<file path="src/rtl/normalizer_pkg.sv">
// Shared types and constants for the single-precision min-max normalizer.
package normalizer_pkg;

  localparam int unsigned EXP_W = 8;
  localparam int unsigned MAN_W = 23;
  localparam int unsigned BIAS  = 127;

  localparam logic [31:0] QNAN    = 32'h7FC00000;
  localparam logic [31:0] POS_INF = 32'h7F800000;

  typedef enum logic [2:0] {
    StIdle,
    StSubNum,
    StSubDen,
    StDivInit,
    StDiv,
    StRound,
    StDone
  } state_e;

  typedef struct packed {
    logic             sign;
    logic [EXP_W-1:0] expo;
    logic [MAN_W:0]   mant;     // hidden bit included
    logic             is_zero;  // true zero or flushed subnormal
    logic             is_inf;
    logic             is_nan;
  } fp_unpacked_t;

  function automatic fp_unpacked_t fp_unpack(input logic [31:0] f);
    fp_unpacked_t u;
    u.sign    = f[31];
    u.expo    = f[30:23];
    u.is_zero = (f[30:23] == 8'h00);
    u.is_inf  = (f[30:23] == 8'hFF) && (f[22:0] == 23'd0);
    u.is_nan  = (f[30:23] == 8'hFF) && (f[22:0] != 23'd0);
    u.mant    = u.is_zero ? 24'd0 : {1'b1, f[22:0]};
    return u;
  endfunction

endpackage

</file>
<file path="src/rtl/fp_sub.sv">
// Combinational single-precision a - b, round-to-nearest-even, subnormals flushed to zero.
module fp_sub
  import normalizer_pkg::*;
(
  input  logic [31:0] a_i,
  input  logic [31:0] b_i,
  output logic [31:0] y_o
);

  fp_unpacked_t ua, ub;
  logic                a_big, big_sign, sml_sign, round_up;
  logic [EXP_W-1:0]    big_exp, sml_exp, shamt;
  logic [MAN_W:0]      big_m, sml_m;
  logic [49:0]         sml_sh;
  logic [26:0]         big_x, sml_x, norm;
  logic [27:0]         sum;
  logic [4:0]          lz;
  logic [24:0]         rnd;
  logic signed [9:0]   res_exp;

  assign ua = fp_unpack(a_i);
  assign ub = fp_unpack(b_i);

  always_comb begin
    // Subtraction is addition of b with its sign flipped; order operands by magnitude.
    a_big    = {ua.expo, ua.mant} >= {ub.expo, ub.mant};
    big_sign = a_big ? ua.sign : ~ub.sign;
    sml_sign = a_big ? ~ub.sign : ua.sign;
    big_exp  = a_big ? ua.expo : ub.expo;
    sml_exp  = a_big ? ub.expo : ua.expo;
    big_m    = a_big ? ua.mant : ub.mant;
    sml_m    = a_big ? ub.mant : ua.mant;
    shamt    = big_exp - sml_exp;

    // Three extra bits below the LSB: guard, round, sticky.
    big_x  = {big_m, 3'b000};
    sml_sh = {sml_m, 26'd0} >> shamt;
    if (shamt > 8'd49) begin
      sml_x = 27'd1;
    end else begin
      sml_x = {sml_sh[49:24], |sml_sh[23:0]};
    end

    res_exp = signed'({2'b00, big_exp});
    lz      = 5'd27;
    norm    = '0;
    if (big_sign == sml_sign) begin
      sum = {1'b0, big_x} + {1'b0, sml_x};
      if (sum[27]) begin
        norm    = {sum[27:2], sum[1] | sum[0]};
        res_exp = res_exp + 10'sd1;
      end else begin
        norm = sum[26:0];
      end
    end else begin
      sum = {1'b0, big_x - sml_x};
      for (int i = 0; i <= 26; i++) begin
        if (sum[i]) lz = 5'(26 - i);
      end
      norm    = sum[26:0] << lz;
      res_exp = res_exp - signed'({5'b00000, lz});
    end

    round_up = norm[2] & (norm[1] | norm[0] | norm[3]);
    rnd      = {1'b0, norm[26:3]} + {24'd0, round_up};
    if (rnd[24]) begin
      rnd     = rnd >> 1;
      res_exp = res_exp + 10'sd1;
    end

    y_o = 32'd0;
    if (ua.is_nan || ub.is_nan || (ua.is_inf && ub.is_inf && (ua.sign == ub.sign))) begin
      y_o = QNAN;
    end else if (ua.is_inf) begin
      y_o = {ua.sign, POS_INF[30:0]};
    end else if (ub.is_inf) begin
      y_o = {~ub.sign, POS_INF[30:0]};
    end else if (ua.is_zero && ub.is_zero) begin
      y_o = {ua.sign & ~ub.sign, 31'd0};
    end else if (ua.is_zero) begin
      y_o = {~ub.sign, b_i[30:0]};
    end else if (ub.is_zero) begin
      y_o = a_i;
    end else if (sum == 28'd0) begin
      y_o = 32'd0;  // exact cancellation is +0 under RNE
    end else if (res_exp <= 10'sd0) begin
      y_o = {big_sign, 31'd0};
    end else if (res_exp >= 10'sd255) begin
      y_o = {big_sign, POS_INF[30:0]};
    end else begin
      y_o = {big_sign, res_exp[7:0], rnd[22:0]};
    end
  end

endmodule

</file>
<file path="src/rtl/normalizer.sv">
// Multi-cycle min-max normalizer: out_data = (in_data - min) / (max - min), single precision.
module normalizer
  import normalizer_pkg::*;
#(
  parameter int unsigned DIV_ITERS = 26
) (
  input  logic        clk,
  input  logic        rst,
  input  logic        start,
  input  logic [31:0] max,
  input  logic [31:0] min,
  input  logic [31:0] in_data,
  output logic        valid,
  output logic        busy,
  output logic [31:0] out_data
);

  state_e                state_q, state_d;
  logic [31:0]           max_q, max_d, min_q, min_d, in_q, in_d;
  logic [31:0]           num_q, num_d, den_q, den_d, out_q, out_d;
  logic [31:0]           spec_res_q, spec_res_d;
  logic                  special_q, special_d, sign_q, sign_d;
  logic signed [9:0]     exp_q, exp_d;
  logic [MAN_W:0]        dm_q, dm_d;
  logic [24:0]           rem_q, rem_d;
  logic [DIV_ITERS-1:0]  quo_q, quo_d;
  logic [4:0]            cnt_q, cnt_d;

  logic [31:0]           sub_a, sub_y;
  fp_unpacked_t          un, ud;
  logic                  adj, ge, rup;
  logic [24:0]           num_al, rem_sh;
  logic [24:0]           qm;
  logic signed [9:0]     fin_exp;
  logic [31:0]           rounded;

  // One subtractor serves both num = in - min and den = max - min.
  assign sub_a = (state_q == StSubNum) ? in_q : max_q;

  fp_sub u_fp_sub (
    .a_i (sub_a),
    .b_i (min_q),
    .y_o (sub_y)
  );

  assign un = fp_unpack(num_q);
  assign ud = fp_unpack(den_q);

  assign valid    = (state_q == StDone);
  assign busy     = (state_q != StIdle) && (state_q != StDone);
  assign out_data = out_q;

  always_comb begin
    // Alignment guarantees the leading quotient bit is 1, so DIV_INIT produces it.
    adj    = un.mant < ud.mant;
    num_al = adj ? {un.mant, 1'b0} : {1'b0, un.mant};
    rem_sh = {rem_q[23:0], 1'b0};
    ge     = rem_sh >= {1'b0, dm_q};

    rup     = quo_q[DIV_ITERS-25] & (quo_q[DIV_ITERS-26] | (|rem_q) | quo_q[DIV_ITERS-24]);
    qm      = {1'b0, quo_q[DIV_ITERS-1 -: 24]} + {24'd0, rup};
    fin_exp = exp_q + (qm[24] ? 10'sd1 : 10'sd0);
    if (fin_exp >= 10'sd255) begin
      rounded = {sign_q, POS_INF[30:0]};
    end else if (fin_exp <= 10'sd0) begin
      rounded = {sign_q, 31'd0};
    end else begin
      rounded = {sign_q, fin_exp[7:0], qm[22:0]};
    end
  end

  always_comb begin
    state_d    = state_q;
    max_d      = max_q;
    min_d      = min_q;
    in_d       = in_q;
    num_d      = num_q;
    den_d      = den_q;
    out_d      = out_q;
    spec_res_d = spec_res_q;
    special_d  = special_q;
    sign_d     = sign_q;
    exp_d      = exp_q;
    dm_d       = dm_q;
    rem_d      = rem_q;
    quo_d      = quo_q;
    cnt_d      = cnt_q;

    unique case (state_q)
      StIdle: begin
        if (start) begin
          max_d   = max;
          min_d   = min;
          in_d    = in_data;
          state_d = StSubNum;
        end
      end
      StSubNum: begin
        num_d   = sub_y;
        state_d = StSubDen;
      end
      StSubDen: begin
        den_d   = sub_y;
        state_d = StDivInit;
      end
      StDivInit: begin
        sign_d     = un.sign ^ ud.sign;
        special_d  = 1'b1;
        spec_res_d = 32'd0;
        if (un.is_nan || ud.is_nan || (un.is_zero && ud.is_zero)) begin
          spec_res_d = QNAN;
        end else if (ud.is_zero || un.is_inf) begin
          spec_res_d = {un.sign ^ ud.sign, POS_INF[30:0]};
        end else if (un.is_zero || ud.is_inf) begin
          spec_res_d = {un.sign ^ ud.sign, 31'd0};
        end else begin
          special_d = 1'b0;
        end
        exp_d = signed'({2'b00, un.expo}) - signed'({2'b00, ud.expo})
              + signed'(10'(BIAS)) - (adj ? 10'sd1 : 10'sd0);
        dm_d    = ud.mant;
        rem_d   = num_al - {1'b0, ud.mant};
        quo_d   = DIV_ITERS'(1);
        cnt_d   = 5'd0;
        state_d = StDiv;
      end
      StDiv: begin
        rem_d = ge ? (rem_sh - {1'b0, dm_q}) : rem_sh;
        quo_d = {quo_q[DIV_ITERS-2:0], ge};
        cnt_d = cnt_q + 5'd1;
        if (cnt_q == 5'(DIV_ITERS - 2)) state_d = StRound;
      end
      StRound: begin
        out_d   = special_q ? spec_res_q : rounded;
        state_d = StDone;
      end
      StDone: begin
        state_d = StIdle;
      end
      default: begin
        state_d = StIdle;
      end
    endcase
  end

  always_ff @(posedge clk) begin
    if (rst) begin
      state_q    <= StIdle;
      max_q      <= '0;
      min_q      <= '0;
      in_q       <= '0;
      num_q      <= '0;
      den_q      <= '0;
      out_q      <= '0;
      spec_res_q <= '0;
      special_q  <= 1'b0;
      sign_q     <= 1'b0;
      exp_q      <= '0;
      dm_q       <= '0;
      rem_q      <= '0;
      quo_q      <= '0;
      cnt_q      <= '0;
    end else begin
      state_q    <= state_d;
      max_q      <= max_d;
      min_q      <= min_d;
      in_q       <= in_d;
      num_q      <= num_d;
      den_q      <= den_d;
      out_q      <= out_d;
      spec_res_q <= spec_res_d;
      special_q  <= special_d;
      sign_q     <= sign_d;
      exp_q      <= exp_d;
      dm_q       <= dm_d;
      rem_q      <= rem_d;
      quo_q      <= quo_d;
      cnt_q      <= cnt_d;
    end
  end

endmodule

</file>
<file path="config.mk">
export PLATFORM = sky130hd
export DESIGN_NAME = normalizer
export DESIGN_NICKNAME = d
export VERILOG_FILES = /design/src/rtl/normalizer_pkg.sv /design/src/rtl/fp_sub.sv /design/src/rtl/normalizer.sv
export SDC_FILE = /design/constraint.sdc
export NUM_CORES = 1
export LEC_CHECK = 0
export ABC_CLOCK_PERIOD_IN_PS = 45300
export BUFFER_PORTS_ARGS = -buffer_cell sky130_fd_sc_hd__buf_2
export CAP_MARGIN = 20
export CORE_UTILIZATION = 55
export DETAILED_ROUTE_END_ITERATION = 10
export PLACE_DENSITY = 0.72
export REMOVE_ABC_BUFFERS = 1
export SLEW_MARGIN = 20
export SYNTH_ARGS = -nofsm -noshare
export SYNTH_HDL_FRONTEND = slang
export SYNTH_HIERARCHICAL = 1
export SYNTH_SLANG_ARGS = --single-unit
</file>
<file path="constraint.sdc">
create_clock -name clk -period 45.3 [get_ports clk]
set_clock_uncertainty 0.1 [all_clocks]
set_input_delay 9.06 -clock clk [delete_from_list [all_inputs] [get_ports clk]]
set_output_delay 9.06 -clock clk [all_outputs]
set_load 0.05 [all_outputs]
</file>
==> run metrics <==
Setup WS post-layout 27.35 ns; Mapped Avg Cell Area 6.99 sq um; clk_lat worst skew 0.57 ns; vias per cell 6.48; worst setup path startpoint state_q[0]; clk root buf clkbuf_16; hold-fix buffer count after cts 0; critical path's most frequent cell nand2_1; critical path required time 45.68 ns; Setup Fix Bufs, Post-CTS 0; Worst Setup End Kind flip-flop; Syn Std Cell Area slightly below 30000 sq um; drt pass-1 iters 6; Post-synth EDFFs 0; routing usage on met2 57.6%; GR Util met1 47.4%; post-route DRC violation count 0; P&R area growth vs syn 6.67%; Die Area approximately 54000 sq um; Nets ~4400; area fraction of the dominant cell type after synthesis between 10% and 20%; initial antenna violation count 1; register area share after synthesis between 10% and 20%; CTS H-tree depth 2; Final Hold Fails 0; pin count of the biggest net entering global routing 142; height of the die roughly 230 um; HP Start max_q[0]; worst reg2reg startpoint state_q[0]; Die W 232 um; R2R setup slack 27.35 ns; commonest cells after routing, fill and taps aside nand2_1 (796), a21oi_1 (407), nor2_1 (339), dfxtp_1 (290), ha_1 (184); Synth area leaders dfxtp_1 (20%), nand2_1 (10%), ha_1 (7.9%), a21oi_1 (7.0%), nor2_1 (4.4%); # resized after CTS 0; Mapped Cells between 4000 and 5000; Reg-to-Reg End num_q[6]; GR peak layer met2; row count 84; antenna cells 0; hold path depth 2; CTS buffer count 34; max-slew violation count 0; Worst Tran Pin Value 1.17 ns; dpl hpwl 78.0 mm; most common cell after layout, fill and taps aside nand2_1; synthesis-stage register bit count 290; Setup crit start kind flip-flop; fin crit share around two fifths; CP max FO 64; routed wire length 102 mm; max incr delay on CP 0.77 ns; Yosys cell types 124; Max Buffers Root-to-Sink 3; total track usage 36.6%; Worst Hold End max_q[0]; pre-CTS setup slack between 20 and 30 ns; max_slew headroom a little over a fifth; asr flop ratio synth 0%; IO Count 133; cell taking the most area after synthesis dfxtp_1; FF-to-FF path depth 51; yosys warns 6; Fillers 5074; core box area approximately 52000 sq um; Hold Path Class reg2reg; vias in the first global route 28300; share of layout cells above drive strength 1 under 10%; Fmax roughly 0.056 GHz; routability cong. 1.04; Top FF cell, synth dfxtp_1; RSZ-0062 raised after global routing false; IO buf count ~130; setup TNS 0 ns; Congestion Overflow GR 0; Initial Utilization 55.6%; routed via count approximately 31000; GR Util met3 just under 6%; Detailed Route Iter0 Violations 3437; clock sink count 290; Worst path slowest cell o211a_1; Routed WL per cell 21.2 um; status finished clean; Setup violations, final 0; ANT nets after route 0; CTS tree done; critical path type reg2reg; number of max-cap violations 0; clock-pin slew on the worst setup and hold paths 0.06 ns; Min Clock Period, post-route between 15 and 20 ns; first-pass GRT wire length between 150 and 200 mm; crit path DAT ~18 ns
cells in the mapped netlist (10+ instances only):
library cell	instances
xor2_1	56
nand3_1	114
or3_1	30
xnor2_1	110
or4_1	14
nor2_1	341
o21ai_1	16
o211ai_1	51
a21oi_1	407
inv_1	174
o21bai_1	24
a211o_1	21
o21ai_0	169
and2_1	46
a221o_1	10
o22ai_1	24
nand3b_1	12
nor2b_1	34
mux2i_1	104
and3_1	29
nand4_1	54
mux2_2	26
nand2b_1	23
a31o_2	11
nor4_1	60
a21o_1	67
buf_4	12
dfxtp_1	290
o21a_1	23
a211oi_1	63
clkbuf_1	195
and4_1	14
or2_2	17
nor3_1	85
o31ai_1	31
a31oi_1	37
buf_2	31
buf_1	28
a22oi_1	88
ha_1	185
nand2_1	799
flip-flops by register name, indices dropped and copies added (netlist names):
register / cells
quo_q: 26
spec_res_q: 3
sign_q: 1
max_q: 32
dm_q: 24
min_q: 32
exp_q: 10
special_q: 1
rem_q: 25
den_q: 32
cnt_q: 5
num_q: 32
out_data: 32
in_q: 32
state_q: 3
cell type report:
| type | count | area [sq um] | area share, % |
|---|---|---|---|
| inverters | 176 | 661 | 2.12 |
| repair buffers | 178 | 1020 | 3.28 |
| clock buffers | 46 | 986 | 3.17 |
| clock inverters | 14 | 154 | 0.494 |
| flip-flops and latches | 290 | 5810 | 18.7 |
| multi-input cells | 3443 | 21600 | 69.5 |
| well taps | 688 | 861 | 2.77 |
through the flow:
stage | hold WS, ns | utilization [%] | area, sq um | instances
after floorplan | 0.330 | - | 28100 | 3909
after global placement | 0.342 | 57.2 | 30000 | 4774
after detailed placement | 0.347 | 57.2 | 30000 | 4774
after CTS | 0.355 | 59.3 | 31100 | 4834
after global routing | 0.367 | 59.3 | 31100 | 4835
final | 0.355 | 59.3 | 31100 | 4835
worst max path at each step:
stage | slack [ns] | to | cells past startpoint
after floorplan | 26.96 | num_q[3] | 48
after global placement | 28.13 | num_q[3] | 51
after detailed placement | 27.73 | den_q[3] | 51
after CTS | 27.65 | den_q[3] | 51
after global routing | 26.28 | den_q[3] | 51
final | 27.35 | num_q[6] | 51
critical path: cells and delay by family, from the launching register on:
family	cells	cell delay [ns]
AO/OA/AOI/OAI	16	4.92
buffers and inverters	3	1.28
flip-flops	1	0.54
AND/OR/NAND/NOR	25	8.39
adder cells (fa/ha/maj)	4	1.10
XOR/XNOR	1	0.68
multiplexers	2	0.77
cell families (layout without fill, tap and decap cells):
logic type	Yosys count	after routing	share of synthesized area, %
and+or+nand+nor	1728	1728	27.5
adders and majority gates	191	191	8.34
buffers and inverters	444	414	6.05
muxes	139	139	5.23
xor gates and xnor gates	169	169	5.19
AOI/OAI and AO/OA	1216	1216	27.8
DFF	290	290	19.9
layer usage:
layer  part of all wire, %  routed length, um
met3                   8.0               8210
met4                   5.9               6060
met1                    42              42700
met5                0.0078                  8
met2                    44              45300
Power is not shown: default switching activity piles up to over one toggle a cycle in this logic, so the estimate is an artifact.
